### src/rtl/pipeline_seq_pkg.sv
// Shared encodings for the fetch/decode sequencer: state values, branch
// condition codes and the bit positions of the registered ALU flags.
package pipeline_seq_pkg;

    typedef enum logic [1:0] {
        ST_RUN   = 2'd0,
        ST_STALL = 2'd1,
        ST_FLUSH = 2'd2
    } seq_state_t;

    localparam logic [3:0] COND_AL = 4'd0;
    localparam logic [3:0] COND_EQ = 4'd1;
    localparam logic [3:0] COND_NE = 4'd2;
    localparam logic [3:0] COND_LT = 4'd3;
    localparam logic [3:0] COND_GE = 4'd4;
    localparam logic [3:0] COND_CS = 4'd5;
    localparam logic [3:0] COND_CC = 4'd6;
    localparam logic [3:0] COND_MI = 4'd7;
    localparam logic [3:0] COND_PL = 4'd8;

    localparam int FLAG_Z = 3;
    localparam int FLAG_N = 2;
    localparam int FLAG_C = 1;
    localparam int FLAG_V = 0;

endpackage

### src/rtl/pipeline_sequencer_if.sv
// Decode-side inputs and fetch/decode control outputs of the sequencer.
interface pipeline_sequencer_if;
    // Level-sampled controls, no valid/ready: every input is sampled on each
    // rising clock edge; hold=1 means the instruction memory is not ready and
    // the sequencer must not advance. Outputs are registered levels.
    logic        hold;
    logic        branch_d;
    logic [3:0]  branch_condition_d;
    logic [11:0] branch_offset_d;
    logic [3:0]  flags;
    logic [2:0]  reg_read_adr1;
    logic [2:0]  reg_read_adr2;
    logic        mem_to_reg_e;
    logic [2:0]  reg_write_adr_e;
    logic        PC_source;
    logic [11:0] PC_offset;
    logic        stall_f;
    logic        flush_d;
    logic [1:0]  seq_state;

    modport master (
        output hold, branch_d, branch_condition_d, branch_offset_d, flags,
               reg_read_adr1, reg_read_adr2, mem_to_reg_e, reg_write_adr_e,
        input  PC_source, PC_offset, stall_f, flush_d, seq_state
    );

    modport slave (
        input  hold, branch_d, branch_condition_d, branch_offset_d, flags,
               reg_read_adr1, reg_read_adr2, mem_to_reg_e, reg_write_adr_e,
        output PC_source, PC_offset, stall_f, flush_d, seq_state
    );
endinterface

### src/rtl/branch_cond_eval.sv
// Combinational branch-condition evaluator: condition code and {Z,N,C,V}
// flags in, taken out. Codes 9..15 are never taken.
module branch_cond_eval
    import pipeline_seq_pkg::*;
(
    input  logic [3:0] branch_condition_d,
    input  logic [3:0] flags,
    output logic       taken
);

    always_comb begin
        taken = 1'b0;
        case (branch_condition_d)
            COND_AL: taken = 1'b1;
            COND_EQ: taken = flags[FLAG_Z];
            COND_NE: taken = !flags[FLAG_Z];
            COND_LT: taken = flags[FLAG_N] ^ flags[FLAG_V];
            COND_GE: taken = !(flags[FLAG_N] ^ flags[FLAG_V]);
            COND_CS: taken = flags[FLAG_C];
            COND_CC: taken = !flags[FLAG_C];
            COND_MI: taken = flags[FLAG_N];
            COND_PL: taken = !flags[FLAG_N];
            default: taken = 1'b0;
        endcase
    end

endmodule

### src/rtl/pipeline_sequencer.sv
// Fetch/decode sequencer: redirects IR_fetch on taken branches and generates
// the fetch stall and decode flush for load-use hazards and branch shadows.
module pipeline_sequencer
    import pipeline_seq_pkg::*;
#(
    parameter int FLUSH_CYCLES = 2
) (
    input logic                 clock,
    input logic                 reset,
    pipeline_sequencer_if.slave bus
);

    localparam logic [2:0] CNT_LOAD = 3'(FLUSH_CYCLES - 1);

    seq_state_t  state;
    logic [2:0]  flush_cnt;
    logic        redirect_pending;
    logic        pc_source_q;
    logic [11:0] pc_offset_q;
    logic        stall_q;
    logic        flush_q;
    logic        taken;
    logic        hazard;
    logic        take_branch;

    branch_cond_eval u_cond (
        .branch_condition_d (bus.branch_condition_d),
        .flags              (bus.flags),
        .taken              (taken)
    );

    assign hazard = bus.mem_to_reg_e &&
                    (bus.reg_write_adr_e == bus.reg_read_adr1 ||
                     bus.reg_write_adr_e == bus.reg_read_adr2);

    // A branch deferred by a stall resolves on the stall's exit edge.
    assign take_branch = bus.branch_d && taken &&
                         ((state == ST_RUN && !hazard) || state == ST_STALL);

    always_ff @(posedge clock or posedge reset) begin
        if (reset) begin
            state            <= ST_RUN;
            flush_cnt        <= 3'd0;
            redirect_pending <= 1'b0;
            pc_source_q      <= 1'b0;
            pc_offset_q      <= 12'd0;
            stall_q          <= 1'b0;
            flush_q          <= 1'b0;
        end else if (bus.hold) begin
            stall_q     <= 1'b1;
            pc_source_q <= 1'b0;
        end else begin
            stall_q <= 1'b0;
            flush_q <= 1'b0;
            // A redirect counts as taken by IR_fetch once it was presented
            // through a non-held cycle; a held one is presented again.
            redirect_pending <= redirect_pending && !pc_source_q;
            pc_source_q      <= redirect_pending && !pc_source_q;
            case (state)
                ST_RUN: begin
                    if (hazard) begin
                        state   <= ST_STALL;
                        stall_q <= 1'b1;
                        flush_q <= 1'b1;
                    end
                end
                ST_STALL: state <= ST_RUN;
                ST_FLUSH: begin
                    if (flush_cnt == 3'd0) begin
                        state <= ST_RUN;
                    end else begin
                        flush_cnt <= flush_cnt - 3'd1;
                        flush_q   <= 1'b1;
                    end
                end
                default: state <= ST_RUN;
            endcase
            if (take_branch) begin
                state            <= ST_FLUSH;
                flush_cnt        <= CNT_LOAD;
                pc_offset_q      <= bus.branch_offset_d;
                pc_source_q      <= 1'b1;
                redirect_pending <= 1'b1;
                flush_q          <= 1'b1;
            end
        end
    end

    assign bus.PC_source = pc_source_q;
    assign bus.PC_offset = pc_offset_q;
    assign bus.stall_f   = stall_q;
    assign bus.flush_d   = flush_q;
    assign bus.seq_state = state;

endmodule

### src/flat_wrapper.sv
// flat-port wrapper written by rule: the top's interface ports become plain ports
module pipeline_sequencer_flat import pipeline_seq_pkg::*;
#(
    parameter int FLUSH_CYCLES = 2
)
  (clock, reset, bus_hold, bus_branch_d, bus_branch_condition_d, bus_branch_offset_d, bus_flags, bus_reg_read_adr1, bus_reg_read_adr2, bus_mem_to_reg_e, bus_reg_write_adr_e, bus_PC_source, bus_PC_offset, bus_stall_f, bus_flush_d, bus_seq_state);
  pipeline_sequencer_if bus_i ();
  input logic clock;
  input logic reset;
  input wire logic [$bits(bus_i.hold)-1:0] bus_hold;
  input wire logic [$bits(bus_i.branch_d)-1:0] bus_branch_d;
  input wire logic [$bits(bus_i.branch_condition_d)-1:0] bus_branch_condition_d;
  input wire logic [$bits(bus_i.branch_offset_d)-1:0] bus_branch_offset_d;
  input wire logic [$bits(bus_i.flags)-1:0] bus_flags;
  input wire logic [$bits(bus_i.reg_read_adr1)-1:0] bus_reg_read_adr1;
  input wire logic [$bits(bus_i.reg_read_adr2)-1:0] bus_reg_read_adr2;
  input wire logic [$bits(bus_i.mem_to_reg_e)-1:0] bus_mem_to_reg_e;
  input wire logic [$bits(bus_i.reg_write_adr_e)-1:0] bus_reg_write_adr_e;
  output wire logic [$bits(bus_i.PC_source)-1:0] bus_PC_source;
  output wire logic [$bits(bus_i.PC_offset)-1:0] bus_PC_offset;
  output wire logic [$bits(bus_i.stall_f)-1:0] bus_stall_f;
  output wire logic [$bits(bus_i.flush_d)-1:0] bus_flush_d;
  output wire logic [$bits(bus_i.seq_state)-1:0] bus_seq_state;
  assign bus_i.hold = bus_hold;
  assign bus_i.branch_d = bus_branch_d;
  assign bus_i.branch_condition_d = bus_branch_condition_d;
  assign bus_i.branch_offset_d = bus_branch_offset_d;
  assign bus_i.flags = bus_flags;
  assign bus_i.reg_read_adr1 = bus_reg_read_adr1;
  assign bus_i.reg_read_adr2 = bus_reg_read_adr2;
  assign bus_i.mem_to_reg_e = bus_mem_to_reg_e;
  assign bus_i.reg_write_adr_e = bus_reg_write_adr_e;
  assign bus_PC_source = bus_i.PC_source;
  assign bus_PC_offset = bus_i.PC_offset;
  assign bus_stall_f = bus_i.stall_f;
  assign bus_flush_d = bus_i.flush_d;
  assign bus_seq_state = bus_i.seq_state;
  pipeline_sequencer #(.FLUSH_CYCLES(FLUSH_CYCLES)) u_core (.clock(clock), .reset(reset), .bus(bus_i));
endmodule
### config.mk
export PLATFORM = sky130hd
export DESIGN_NAME = pipeline_sequencer_flat
export DESIGN_NICKNAME = d
export VERILOG_FILES = /design/src/rtl/pipeline_seq_pkg.sv /design/src/rtl/pipeline_sequencer_if.sv /design/src/rtl/branch_cond_eval.sv /design/src/rtl/pipeline_sequencer.sv /design/src/flat_wrapper.sv
export SDC_FILE = /design/constraint.sdc
export NUM_CORES = 1
export LEC_CHECK = 0
export ABC_AREA = 1
export BUFFER_PORTS_ARGS = -buffer_cell sky130_fd_sc_hd__buf_4
export CORE_UTILIZATION = 40
export DETAILED_ROUTE_END_ITERATION = 16
export PLACE_DENSITY = 0.69
export SETUP_SLACK_MARGIN = 0.4
export SLEW_MARGIN = 20
export SYNTH_ARGS = -nofsm -noshare
export SYNTH_HDL_FRONTEND = slang
export SYNTH_SLANG_ARGS = --single-unit
export TNS_END_PERCENT = 50
### constraint.sdc
create_clock -name clock -period 1.7 [get_ports clock]
set_input_delay 0.17 -clock clock [delete_from_list [all_inputs] [get_ports clock]]
set_output_delay 0.17 -clock clock [all_outputs]
set_load 0.02 [all_outputs]
; Word-level counts from Yosys, hierarchy flattened
; Index checks and enable logic that the tools add are counted.
[totals]
ff_bits = 21
input_bits = 34
word_cells = 61
[op_classes]
n_addsub = 1
n_eq_ne = 15
n_mux = 16
bitwise = 2
reduce_logical = 20
[ops]
columns = cell, count
row1 = 4-bit by 3-bit equality test with 1-bit output (second input constant), 4
row2 = 3-bit two-way mux, 3
row3 = 1-bit one-hot mux with 9 select lines, 1
row4 = 4-bit by 2-bit equality test with 1-bit output (second input constant), 2
row5 = 1-bit two-way mux, 7
row6 = 3-bit equality test, 2
row7 = 1-bit logical NOT, 6
row8 = 2-bit two-way mux, 3
row9 = 3-bit by 1-bit != test with 1-bit output (second input constant), 2
row10 = 3-bit AND reduction, 2
row11 = 1-bit logical AND, 5
row12 = 4-bit by 1-bit equality test with 1-bit output (second input constant), 1
row13 = 4-bit equality test (second input constant), 1
row14 = 4-bit logical NOT, 1
row15 = 2-bit one-hot mux with 2 select lines, 1
row16 = 3-bit logical NOT, 1
row17 = 3-bit by 1-bit subtractor with 3-bit output (second input constant), 1
row18 = 2-bit by 1-bit equality test with 1-bit output (second input constant), 1
row19 = 2-bit equality test (second input constant), 1
row20 = 2-bit logical NOT, 1
row21 = 1-bit logical OR, 2
row22 = 2-bit by 1-bit != test with 1-bit output (second input constant), 1
row23 = 1-bit one-hot mux with 2 select lines, 1
row24 = 2-bit AND reduction, 1
row25 = 3 further kinds, 3

; Longest topological paths before layout
[depth]
depth_word = 9
mapped_depth = 13

; Hierarchy
; From an unflattened synthesis, not the netlist that was laid out.
[unflattened]
hier_cells = 171
area_unflattened_um2 = 1280.0
[by_module_without_submodules]
columns = module, instances, cells_each, area_per_inst_um2
row1 = pipeline_sequencer, 1, 135, 1116.1
row2 = branch_cond_eval, 1, 36, 163.9

; Worst setup path before layout
; Ideal clock, no wire load.
[synth_path]
kind = reg-to-reg
from = reg u_core.flush_cnt[0]
to = reg u_core.flush_cnt[1]
setup_ps = 126
arrival_ps = 1271
required_ps = 1574
setup_slack_ps = 303
stages_incl_launch_ff = 10
synth_period_minus_slack_ps = 1397
path_cell_list = dfrtp_1 -> inv_1 -> ha_1 -> ha_1 -> nor3_1 -> inv_1 -> nor2_1 -> inv_1 -> nand3_1 -> o21ai_0
[synth_via]
elab_chain_cells = 4
[synth_lines]
columns = element, line_no
row1 = start: declaration, pipeline_sequencer.sv:16  ; logic [2:0] flush_cnt;
row2 = start signal: assignment, pipeline_sequencer.sv:72  ; flush_cnt <= flush_cnt - 3'd1;
row3 = 3-bit by 1-bit subtractor with 3-bit output, pipeline_sequencer.sv:72
row4 = 3-bit two-way mux, pipeline_sequencer.sv:69  ; if (flush_cnt == 3'd0) begin
row5 = 3-bit two-way mux, pipeline_sequencer.sv:59  ; case (state)
row6 = 3-bit two-way mux, pipeline_sequencer.sv:78  ; if (take_branch) begin
; Several ways; a longest one is shown, not always the timed one. The select of a mux whose other input is x is not followed.
; A chain may end at the register's enable or synchronous reset.

; Worst setup path after layout
[layout_path]
from = reg u_core.flush_cnt[1]
to = reg u_core.flush_cnt[2]
; Same word-level chain as after synthesis.

==> impl_metrics.ini <==
[sta]
final_worst_path_setup_slack_ns = 0.324
setup-violations-final = 0
hold_viol_final = 0
grt_setup_unrepaired = yes
highest_clock_frequency_the_design_can_meet_mhz = 727
period_share_pct = 81.0
setup_tns_ns = 0
worst_pin_slew_ns = 0.565
final_max_slew_viol_count = 0
period_needed_ns = 1.38
worst_hold_slack_ns = 0.0514
relSlewSlack_pct = 62.3
clock_skew_ns = 0.00227

[routing]
dr.first_iter.drc_count = 44
drt_first_pass_iters = 4
drtAntennaViolNets = 0
routed_wire_length_per_instance_um = 10.3
routed_wirelength_mm = 2.76
routed-via-count = 1247
viasPerCell = 4.67
drcViolationCount = 0

[setup_path]
cp_num_buf_inv = 3
crit_chain = inv_1, ha_4, ha_4, nor3_2, inv_1, nor2_2, inv_2, nand3_1, o21ai_1
timing.reg2reg.setup_slack_ns = 0.32
r2r-end = u_core.flush_cnt[2]$_DFFE_PP0P_
timing.critical_path.slowest_stage_cell = dfrtp_1
critical_path.reg2reg.startpoint = u_core.flush_cnt[1]$_DFFE_PP0P_
timing.critical_path.slowest_cell_delay_ns = 0.39
cp-start-kind = flop
arrival_ns = 1.58
critical_path.top_delay_family = flip-flops
reg2regPathDepth = 9
critical_path.max_fanout = 6
critPathRequiredTime_ns = 1.90
critical_path_class = flop to flop
worstSetupEndpointType = flop

[clock_tree]
ctsHtreeMaxLevel = 1
clock_tree.buffer_depth = 2
number_of_clock_buffers_inserted_by_tritoncts = 3
insertion_delay_ns = 0.30
tritoncts_clock_tree = built
cts.root.buffer_cell = clkbuf_4
clock-sinks = 21
cts.reportedPaths.clkPinSlew_ns = 0.11

[die]
core_area_sq_um = 2780
dieHeight_um = 56.5
initial_core_util_pct = 42.7
std_cell_rows = 19
die_w_um = 56.5
ioPinCount = 51
die_area_sq_um = 3190

[run]
max_cap_violations = 0

[final_layout]
antenna_cells_inserted = 0
syn2layout_area_growth_pct = 50.3
nets = 273
drive_above_1_share_pct = 36.9
post-route-util_pct = 64.2

[worst_hold_path]
timing.hold.worst.start = bus_branch_offset_d[6]
hold-path-endpoint = u_core.bus.PC_offset[6]$_DFFE_PP0P_
worstHoldPathType = input port to flop
hold_depth = 3

[placement]
detailed_place_hpwl_mm = 2.14
place_ws_ns = 0.162
portBuffers = 50
gp_congestion = 0.848

[synthesis]
netlist_area_pre_place_sq_um = 1190
synth_enable_flop_cells = 0
synthArstFlopShare_pct = 100
syn-num-nets = 211
synth.ff_latch_count = 21
post-synth-top-area-cell = dfrtp_1
netlist.area_leader.share_pct = 44.2
ys.flop_type = dfrtp_1
syn_avg_cell_area_sq_um = 6.79
synth_top_cells_by_area = dfrtp_1 44%, nand2_1 27%, inv_1 8.5%
synthTopCellsByCount = 87 x nand2_1, 27 x inv_1, 21 x dfrtp_1
yosysWarnings = 0
leading_cell_type_by_number_of_instances_after_synthesis = nand2_1
synthesis.instances = 175
seq_area_frac_synth_pct = 44.2
synth.distinct_cells = 17

[power_and_ir_drop]
power.density_nw_per_um2 = 1230
irDropWorstVdd_mv = 0.957
cellLeakagePower_nw = 1.04

[global_routing]
tot_gr_track_use_pct = 17.7
grt_max_degree = 16
grt_first_pass_wirelength_mm = 4.56
vias_in_the_first_global_route = 1136
gr-total-overflow = 0
number_of_antenna_violations_at_the_first_check_in_global_routing = 0

[status]
run_status = finished clean
cells by family (layout without fill, tap and decap cells):
group	after synthesis	after routing	share of synthesized area [%]
simple gates	116	116	39.6
buf+inv	31	92	11.7
flops	21	21	44.2
compound gates	4	4	1.68
fa+ha+maj	2	2	2.10
xor+xnor	1	1	0.737
worst min-delay path: stages:
cell	delay [ns]
buf_4	0.08
nand2_1	0.04
nand2_1	0.04
registers in the layout, indices dropped and copies added (netlist names):
| register | cells |
|---|---|
| u_core.bus.PC_offset | 12 |
| u_core.flush_cnt | 3 |
| u_core.bus.seq_state | 2 |
| u_core.bus.PC_source | 1 |
| u_core.bus.flush_d | 1 |
| u_core.bus.stall_f | 1 |
| u_core.redirect_pending | 1 |
cells in the final DEF, fill, tap and decap left out:
cell type	synthesis	routed
inv_2	1	4
nand4_1	3	3
o21ai_1	0	2
dfrtp_1	21	19
ha_4	0	2
buf_8	1	1
a21oi_4	0	1
nand2_4	0	1
nor3_2	0	1
nand3_2	0	2
o21ai_0	3	1
nor2_2	0	1
nand3b_1	1	1
nand2_1	87	77
nor2_1	12	11
nand3_1	11	9
clkbuf_1	0	1
inv_1	27	23
nand2_2	0	9
clkinvlp_4	0	2
buf_6	1	2
dfrtp_2	0	2
clkbuf_4	0	3
dlygate4sd3_1	0	1
buf_4	1	55
xnor2_1	1	1
nand4_4	0	1
worst max path at each step:
| stage | endpoint | slack, ns | cells after the start | from |
|---|---|---|---|---|
| finish | u_core.flush_cnt[2]$_DFFE_PP0P_ | 0.32 | 9 | u_core.flush_cnt[1]$_DFFE_PP0P_ |
| global route | u_core.flush_cnt[1]$_DFFE_PP0P_ | 0.23 | 9 | u_core.flush_cnt[0]$_DFFE_PP0P_ |
| CTS | u_core.flush_cnt[0]$_DFFE_PP0P_ | 0.35 | 9 | u_core.flush_cnt[0]$_DFFE_PP0P_ |
| detailed placement | u_core.bus.PC_offset[7]$_DFFE_PP0P_ | 0.16 | 10 | bus_branch_condition_d[1] |
| global placement | u_core.bus.PC_offset[0]$_DFFE_PP0P_ | 0.25 | 10 | bus_branch_condition_d[1] |
| floorplan | u_core.flush_cnt[0]$_DFFE_PP0P_ | 0.40 | 9 | u_core.flush_cnt[1]$_DFFE_PP0P_ |
per-layer routing:
layer  up-vias  track usage (%)  share of wire [%]
met4         0             8.01                1.2
met2        38             31.8                 51
met1       558             21.1                 43
met5         -                0                  0
li1        647                -                  -
met3         4             1.84                5.1
through the flow:
stage,cells,area [sq um],power [W]
after global routing,267,1790,0.00237
after CTS,263,1690,0.00213
final,267,1790,0.00220
after detailed placement,256,1620,0.00183
after floorplan,175,1210,0.00140
after global placement,256,1620,0.00178
power by group:
part | internal (W) | switching (W)
logic | 0.000531 | 0.000590
registers | 0.000703 | 0.000140
clock network | 0.0000913 | 0.000146
area by class of cell:
cell class                 instances  area [sq um]
inverter                          28           109
sequential                        21           528
clock buffer                       4          26.3
fill                             247           995
timing repair buffer              59           460
multi-input combinational        123           617
timing repair inverter             1          7.51
tap                               31          38.8
what timing repair did:
action / CTS / global route
cloned: 1 / 1
buffers inserted: 1 / 3
pin swaps: 3 / 9
hold endpoints to repair: 14 / 0
setup endpoints to repair: 18 / 20
gates resized for setup: 7 / 20
hold buffers: 1 / 0
Note: power is estimated with default switching activity, not from simulation.
